File: src/rtl/barrel_shifter_8bit.sv
// Pipelined 8-bit barrel shifter: rotate left/right, logical and arithmetic shift right.
// Input capture register, then three logarithmic stages (by 1, 2 and 4); result appears 3 edges after acceptance.
module barrel_shifter_8bit #(
    parameter int DATA_W = 8
) (
    input  logic              clk,
    input  logic              rst,
    input  logic              in_valid,
    input  logic [DATA_W-1:0] a,
    input  logic [2:0]        s,
    input  logic [1:0]        op,
    output logic [DATA_W-1:0] y,
    output logic              out_valid
);

    localparam logic [1:0] OP_ROL = 2'b00;
    localparam logic [1:0] OP_ROR = 2'b01;
    localparam logic [1:0] OP_LSR = 2'b10;
    localparam logic [1:0] OP_ASR = 2'b11;

    // One conditional step of k positions; sign is the original operand MSB used for arithmetic fill.
    function automatic logic [DATA_W-1:0] shift_step(
        input logic [DATA_W-1:0] d,
        input logic [1:0]        op_sel,
        input logic              sign,
        input logic              en,
        input int                k
    );
        logic [DATA_W-1:0] res;
        logic [DATA_W-1:0] fill;
        fill = ~({DATA_W{1'b1}} >> k);
        res  = d;
        if (en) begin
            case (op_sel)
                OP_ROL:  res = (d << k) | (d >> (DATA_W - k));
                OP_ROR:  res = (d >> k) | (d << (DATA_W - k));
                OP_LSR:  res = d >> k;
                OP_ASR:  res = (d >> k) | (sign ? fill : {DATA_W{1'b0}});
                default: res = d;
            endcase
        end
        return res;
    endfunction

    logic [DATA_W-1:0] data_p0, data_p1, data_p2;
    logic [2:0]        s_p0;
    logic [2:1]        s_p1;
    logic              s_p2;
    logic [1:0]        op_p0, op_p1, op_p2;
    logic              sign_p0, sign_p1, sign_p2;
    logic              vld_p0, vld_p1, vld_p2;

    // Stage p0: capture accepted operands
    always_ff @(posedge clk) begin
        if (rst) begin
            vld_p0  <= 1'b0;
            data_p0 <= '0;
            s_p0    <= '0;
            op_p0   <= '0;
            sign_p0 <= 1'b0;
        end else begin
            vld_p0 <= in_valid;
            if (in_valid) begin
                data_p0 <= a;
                s_p0    <= s;
                op_p0   <= op;
                sign_p0 <= a[DATA_W-1];
            end
        end
    end

    // Stage p1: step by 1 under s[0]
    always_ff @(posedge clk) begin
        if (rst) begin
            vld_p1  <= 1'b0;
            data_p1 <= '0;
            s_p1    <= '0;
            op_p1   <= '0;
            sign_p1 <= 1'b0;
        end else begin
            vld_p1 <= vld_p0;
            if (vld_p0) begin
                data_p1 <= shift_step(data_p0, op_p0, sign_p0, s_p0[0], 1);
                s_p1    <= s_p0[2:1];
                op_p1   <= op_p0;
                sign_p1 <= sign_p0;
            end
        end
    end

    // Stage p2: step by 2 under s[1]
    always_ff @(posedge clk) begin
        if (rst) begin
            vld_p2  <= 1'b0;
            data_p2 <= '0;
            s_p2    <= 1'b0;
            op_p2   <= '0;
            sign_p2 <= 1'b0;
        end else begin
            vld_p2 <= vld_p1;
            if (vld_p1) begin
                data_p2 <= shift_step(data_p1, op_p1, sign_p1, s_p1[1], 2);
                s_p2    <= s_p1[2];
                op_p2   <= op_p1;
                sign_p2 <= sign_p1;
            end
        end
    end

    // Output stage: step by 4 under s[2]; y holds between results
    always_ff @(posedge clk) begin
        if (rst) begin
            out_valid <= 1'b0;
            y         <= '0;
        end else begin
            out_valid <= vld_p2;
            if (vld_p2) begin
                y <= shift_step(data_p2, op_p2, sign_p2, s_p2, 4);
            end
        end
    end

endmodule

File: config.mk
export PLATFORM = sky130hd
export DESIGN_NAME = barrel_shifter_8bit
export DESIGN_NICKNAME = d
export VERILOG_FILES = /design/src/rtl/barrel_shifter_8bit.sv
export SDC_FILE = /design/constraint.sdc
export NUM_CORES = 1
export LEC_CHECK = 0
export CORE_UTILIZATION = 55
export CTS_CLUSTER_DIAMETER = 80
export DETAILED_ROUTE_END_ITERATION = 16
export DONT_BUFFER_PORTS = 1
export PLACE_DENSITY = 0.82
export SYNTH_ARGS = -nofsm -noshare
export SYNTH_HDL_FRONTEND = slang
export SYNTH_SLANG_ARGS = --single-unit
File: constraint.sdc
create_clock -name clk -period 2.9 [get_ports clk]
set_input_delay 0 -clock clk [delete_from_list [all_inputs] [get_ports clk]]
set_output_delay 0 -clock clk [all_outputs]
set_load 0.01 [all_outputs]
== Word-level counts from Yosys, hierarchy flattened ==
Index checks and enable logic that the tools add are counted.
Word-level totals
  flip-flop bits (word level): 51
  bits in latches: 0
  bits in writable memories: 0
  memory bits (read-only): 0
  logic and storage cells: 47
  memories: 0
Operators by class
  add/subtract/negate cells: 0
  $mul: 0
  divide/modulo/power cells: 0
  magnitude comparators: 0
  equal/unequal tests: 9
  shift operators: 0
  mux-type cells: 9
  bitwise gates (word level): 8
  reductions and logical operators: 4
Operators by type and width (count)
  $pmux W8 S4: 2
  $mux W8: 6
  $pmux W8 S3: 1
  $or A4 B8 Y8: 2
  $or A6 B8 Y8: 2
  $or A7 B8 Y8: 2
  $eq A2 B2 Y1 const B: 6
  $or A8 B1 Y8: 1
  $or A8 B2 Y8: 1
  $eq A2 B1 Y1 const B: 3
  $logic_not A2 Y1: 3
  $reduce_or A2 Y1: 1

== Longest topological paths before layout ==
Gate-level depths: netlist of run 1.
  word-level depth: 4
  depth in mapped cells: 5

== Least setup slack after synthesis of run 1 ==
OpenSTA, ideal clock, no wires.
  path kind: register -> register
  start: register op_p1[1]
  end: register data_p2[6]
  setup time: 0.138 ns
  data arrival time: 1.058 ns
  data required time: 2.762 ns
  slack: 1.704 ns
  stages on the path, launching flop included: 5
  buffers on the path: 1
  cells stage by stage: dfxtp_1 -> buf_6 -> mux2_2 -> a211oi_1 -> o32ai_1
On the way
  cells in the longest elaborated chain, start to end: 3
  elaborated cells between the ends (all ways): 6
  those cells by class: 3 x eq/ne; 2 x mux; 1 x reduce/logical
RTL lines
  from (decl): RTL line 49  | logic [1:0] op_p0, op_p1, op_p2;
  from (signal assigned): RTL line 85  | op_p1 <= op_p0;
  $eq A2 B2 Y1, or another cell as far along: RTL line 34  | case (op_sel)
  $pmux W8 S4 *: RTL line 34
  $mux W8 *: RTL line 33  | if (en) begin
  to (signal assigned): RTL line 102  | data_p2 <= shift_step(data_p1, op_p1, sign_p1, s_p1[1], 2);
  to (decl): RTL line 45  | logic [DATA_W-1:0] data_p0, data_p1, data_p2;
Mark *: on every way between the ends. The rest lies on a longest branch, timed or not.
A chain may end at the register's enable or synchronous reset.

== Worst setup path after layout of run 1 ==
Same ends and word-level chain as after synthesis.

==> results of run 1 <==
[timing repair]
action                                 in CTS  in global routing
hold buffers                               16                  0
endpoints found under the hold margin      48                  0
gates resized for setup                     0                  0
[logic make-up (layout without fill, tap and decap cells)]
| group | after synthesis | count (layout) | share of synthesized area |
|---|---|---|---|
| DFF | 50 | 50 | 0.428 |
| and+or+nand+nor | 62 | 62 | 0.131 |
| muxes | 29 | 29 | 0.126 |
| AOI/OAI and AO/OA | 67 | 67 | 0.240 |
| buffers and inverters | 34 | 35 | 0.0760 |
[worst max-delay path, delay by kind of cell (launching register included)]
kind               cells  cell delay, ns
AOI/OAI and AO/OA      2            0.35
DFF                    1            0.66
muxes                  1            0.40
[Yosys cell counts, types with 2 or more instances]
cell type,instances,area (µm²)
dfxtp_1,50,1000
nor2_1,36,135
mux2i_1,26,260
nand2b_1,16,100
a211oi_1,13,97.6
buf_2,13,65.1
inv_1,11,41.3
o21a_1,11,82.6
o32ai_1,10,87.6
nor2b_1,6,37.5
o21ai_0,6,30.0
o21bai_1,6,45.0
o32ai_2,6,97.6
o311a_1,5,50.1
a21oi_1,4,20.0
clkbuf_1,4,15.0
o31ai_1,4,30.0
buf_6,3,33.8
mux2_2,3,33.8
buf_1,2,7.51
nor3b_1,2,15.0
[cell type report]
type / count / share of cell area
multi-input cells: 158 / 0.458
flip-flops and latches: 50 / 0.395
repair buffers: 16 / 0.0672
clock buffers: 6 / 0.0326
well taps: 50 / 0.0247
inverters: 11 / 0.0163
clock inverters: 2 / 0.00642
[per-stage QoR]
| step | hold slack, ns | worst slack [ns] | power (µW) | instance area (µm²) | utilization |
|---|---|---|---|---|---|
| after floorplan | 0.147 | 1.70 | 832 | 2340 | - |
| final | 0.0570 | 1.37 | 1280 | 2530 | 0.629 |
| after CTS | 0.0502 | 1.38 | 1290 | 2530 | 0.629 |
| after global routing | 0.0935 | 1.26 | 1330 | 2530 | 0.629 |
| after global placement | 0.0757 | 1.44 | 827 | 2260 | 0.562 |
| after detailed placement | 0.0770 | 1.40 | 830 | 2260 | 0.562 |
[state kept, by name, summed over array words and instances (netlist names)]
signal and flops:
data_p0 8, data_p1 8, data_p2 8, y 8, s_p0 3, op_p0 2
op_p1 2, op_p2 2, s_p1 2, out_valid 1, s_p2 1, sign_p1 1
sign_p2 1, vld_p0 1, vld_p1 1, vld_p2 1
[metal layers]
layer | vias up | wire, µm
met2 | 26 | 2150
met3 | 7 | 93
li1 | 860 | -
met5 | - | 0
met4 | 0 | 74
met1 | 784 | 2080
[report_power, final]
part           switching (µW)  internal (µW)  leakage, µW
clock                     235            197    0.0000478
sequential               37.0            709     0.000407
combinational            47.1           55.4     0.000460
[worst min path at each step]
stage	start	endpoint	slack, ns	cells past startpoint
3_5_place_dp	rst	y[5]	0.08	1
4_1_cts	rst	vld_p1	0.05	2
2_1_floorplan	s[1]	s_p0[1]	0.15	2
5_1_grt	rst	vld_p1	0.09	2
3_3_place_gp	rst	y[7]	0.08	1
6_report	rst	vld_p1	0.06	2
==> results_dict.tcl, run 1 <==
set metrics [dict create \
    outcome "finished clean" \
    async_flop_share 0 \
    die_y_um 67.2 \
    fin_crit_sh 0.526 \
    crit_chain "mux2_2 -> a211oi_1 -> o32ai_1" \
    wirelength_um 4400 \
    grt_max_degree 49 \
    startpoint "op_p1[1]" \
    synthCells 242 \
    floorplan.initialDensity 0.580 \
    met1_usage 0.284 \
    cp.arrival_ns 1.71 \
    tns_ns 0 \
    regArea_um2 1000 \
    slew_violations 0 \
    endpoint "data_p2[6]" \
    mostFrequentLayoutCell "dfxtp_1" \
    hpwl_um 2860 \
    crit_path_max_fanout 18 \
    syn_area_um2 2340 \
    final_cell_mix "50 x dfxtp_1, 36 x nor2_1, 26 x mux2i_1" \
    synth_cell_types 26 \
    skew_ns 0.00644 \
    max-cap-violations 0 \
    fin_nets 258 \
    grt_pass1_vias 1604 \
    clk_path_buf_depth 2 \
    powerDensity_nw_per_um2 505 \
    ioPinCount 25 \
    r2r-end "data_p2[6]" \
    syn_to_final_growth_pct 8.35 \
    cts_inserted_buffers 5 \
    drc_errors 0 \
    antenna_left 0 \
    hold_path.class "input pin to flop" \
    fillerInstances 351 \
    ctsRootBufferMaster "clkbuf_8" \
    path_clk_slew_ns 0.09 \
    path_class "flop to flop" \
    via_per_inst 5.72 \
    htreeDepth 2 \
    peakVddDrop_uv 353 \
    drive_gt1_frac 0.0823 \
    yosysSeqAreaShare 0.428 \
    numClockSinks 50 \
    worst_pin_slew_ns 0.750 \
    die-area_um2 4520 \
    grt_overflow 0 \
    drt_iter0_drc 50 \
    critPathRequiredTime_ns 3.08 \
    r2r-start "op_p1[1]" \
    multiInputGateArea_um2 1160 \
    syn_area_per_cell_um2 9.66 \
    hold_viol_final 0 \
    critPathSlowestCell "dfxtp_1" \
    die_width_um 67.2 \
    drt_first_pass_iters 4 \
    synth_edf_count 0 \
    end_kind "flop" \
    grt_pass1_wl_um 7560 \
    top_usage_layer "met2" \
    period_minus_slack_ns 1.53 \
    clock_latency_ns 0.31 \
    groute.usage.overall 0.224 \
    cts_tree "done" \
    n_antenna_cell 0 \
    gp_congestion 0.844 \
    antenna_found_initial 0 \
    place_inst 269 \
    reg2regPathDepth 3 \
    place.port_buffers 0 \
    postCtsSetupBuffers 0 \
    p_leak_uw 0.000915 \
    core_area_um2 4030 \
    grt_util_met3 0.0405 \
    max_freq_mhz 655 \
    vias 1677 \
    fp-row-count 23 \
    synth_warnings 0 \
    finalNonFillerCells 293 \
    setup_viol 0 \
    avgRoutedWirePerCell_um 15.0 \
    ys.flop_type "dfxtp_1" \
    met2_usage 0.373 \
    crit_path_start_kind "flop" \
    grt_setup_unrepaired "false" \
    synth_seq_cells 50 \
    relSlewSlack 0.498 \
    critPathMaxStageDelay_ns 0.66 \
    synthesis.nets 258 \
    r2r_setup_slack_ns 1.37 \
]
(Power assumes the default switching activity.)
==> inputs of run 2 (changes only) <==
--- a/config.mk
+++ b/config.mk
@@ -9,7 +9,7 @@
 export CTS_CLUSTER_DIAMETER = 80
 export DETAILED_ROUTE_END_ITERATION = 16
 export DONT_BUFFER_PORTS = 1
-export PLACE_DENSITY = 0.82
+export PLACE_DENSITY = 0.85
 export SYNTH_ARGS = -nofsm -noshare
 export SYNTH_HDL_FRONTEND = slang
 export SYNTH_SLANG_ARGS = --single-unit
==> constraint.sdc (replaced) <==
create_clock -name clk -period 1.3 [get_ports clk]
set_input_delay 0 -clock clk [delete_from_list [all_inputs] [get_ports clk]]
set_output_delay 0 -clock clk [all_outputs]
set_load 0.01 [all_outputs]
==> results_dict.tcl, run 2 (synthesis gave the netlist of run 1 again) <==
set metrics [dict create \
    outcome "finished clean" \
    slew_violations 0 \
    critPathRequiredTime_ns 1.53 \
    syn_to_final_growth_pct 13.8 \
    drt_iter0_drc 62 \
    groute.usage.overall 0.233 \
    r2r_setup_slack_ns 0.06 \
    fin_crit_sh 0.953 \
    path_clk_slew_ns 0.09 \
    gp_congestion 0.874 \
    hpwl_um 3220 \
    die-area_um2 4520 \
    layout_setup_ws_ns 0.0612 \
    antenna_found_initial 0 \
    cts_inserted_buffers 5 \
    final_cell_mix "47 x dfxtp_1, 36 x nor2_1, 26 x mux2i_1" \
    vias 1751 \
    postCtsSetupBuffers 0 \
    ioPinCount 25 \
    crit_path_start_kind "flop" \
    powerDensity_nw_per_um2 1150 \
    numClockSinks 50 \
    max-cap-violations 0 \
    drt_first_pass_iters 4 \
    peakVddDrop_uv 729 \
    via_per_inst 5.76 \
    worst_pin_slew_ns 0.780 \
    crit_path_max_fanout 15 \
    fin_nets 269 \
    place.port_buffers 0 \
    hold_viol_final 0 \
    critPathMaxStageDelay_ns 0.39 \
    htreeDepth 2 \
    place_area_um2 2350 \
    avgRoutedWirePerCell_um 15.8 \
    tns_ns 0 \
    drive_gt1_frac 0.146 \
    power_switching_uw 711 \
    critPathSlowestCell "o311a_2" \
    relSlewSlack 0.478 \
    ctsRootBufferMaster "clkbuf_8" \
    clock_latency_ns 0.31 \
    stdcell_area_um2 2660 \
    fin_util 0.661 \
    r2r-start "op_p1[1]" \
    grt_pass1_vias 1612 \
    grt_overflow 0 \
    mostFrequentLayoutCell "dfxtp_1" \
    grt_pass1_wl_um 7660 \
    cp.arrival_ns 1.46 \
    setup_viol 0 \
    pre_cts_ws_ns 0.00533 \
    die_width_um 67.2 \
    grt_setup_unrepaired "false" \
    core_area_um2 4030 \
    skew_ns 0.0110 \
    path_buf_inv 1 \
    crit_chain "buf_4 -> o311a_2 -> o32ai_2" \
    pwr-share-seq 0.534 \
    worst-path-stages 3 \
    fp-row-count 23 \
    wirelength_um 4800 \
    p_comb_frac 0.093 \
    cp_top_family "compound AO/OA/AOI/OAI gates" \
    die_y_um 67.2 \
    n_antenna_cell 0 \
    cts_tree "done" \
    path_class "flop to flop" \
    period_minus_slack_ns 1.24 \
    endpoint "data_p2[1]" \
    drc_errors 0 \
    startpoint "op_p1[1]" \
    end_kind "flop" \
    p_total_uw 3070 \
    r2r-end "data_p2[1]" \
    power.share.clock 0.373 \
    antenna_left 0 \
    p_leak_uw 0.000993 \
    floorplan.initialDensity 0.580 \
    grt_max_degree 49 \
    p_int_uw 2350 \
    reg2regPathDepth 3 \
    hold_path.class "input pin to flop" \
    clk_path_buf_depth 2 \
    p_sw_frac 0.232 \
    max_freq_mhz 807 \
]
[run 2: cell types whose count changed in the layout (fill, tap and decap cells not counted), sizes merged]
cell / change
buf: +11
clkinvlp: -1
bufinv: +1
[run 2: cell type report]
cell class                      instances  area (µm²)
Fill cell                             342        1370
Multi-Input combinational cell        158        1180
Sequential cell                        50        1000
Timing Repair Buffer                   27         253
Clock buffer                            6        82.6
Tap cell                               50        62.6
Inverter                               11        41.3
Clock inverter                          2        38.8
[run 2: stage by stage]
step | hold slack (ns) | std cells
final | 0.0604 | 304
after global routing | 0.0697 | 304
after CTS | 0.0482 | 304
after detailed placement | 0.0781 | 280
after global placement | 0.0755 | 280
after floorplan | 0.147 | 242
[run 2: worst reg2reg max path, stage by stage (launching register included)]
cell and delay (ns):
dfxtp_2 0.35, buf_4 0.18, o311a_2 0.39, o32ai_2 0.24
[run 2: worst min path at each step]
stage	from	to	cells after the start
3_5_place_dp	rst	y[5]	1
5_1_grt	rst	vld_p1	2
2_1_floorplan	s[1]	s_p0[1]	2
6_report	rst	vld_p1	2
4_1_cts	rst	vld_p1	2
3_3_place_gp	rst	y[5]	1
[run 2: metal layers]
metal / track usage / part of all wire / vias to the layer above / wire (µm)
met5: 0 / 0 / - / 0
met4: 0.0931 / 0.016 / 0 / 78
met3: 0.0524 / 0.025 / 8 / 121
met2: 0.398 / 0.50 / 31 / 2390
met1: 0.281 / 0.46 / 828 / 2220
li1: - / - / 884 / -
[run 2: timing repair]
action | 4_1_cts | 5_1_grt
hold buffers | 16 | 0
endpoints found under the setup margin | 1 | 6
resized for setup | 1 | 5
pin swaps | 0 | 0
endpoints found under the hold margin | 48 | 0
[run 2: power by group through the flow]
| stage | registers, µW | logic [µW] | clock network (µW) |
|---|---|---|---|
| finish | 1640 | 287 | 1140 |
| global route | 1640 | 310 | 1220 |
| CTS | 1630 | 281 | 1170 |
| detailed placement | 1670 | 202 | 0 |
| global placement | 1670 | 196 | 0 |
| floorplan | 1650 | 208 | 0 |
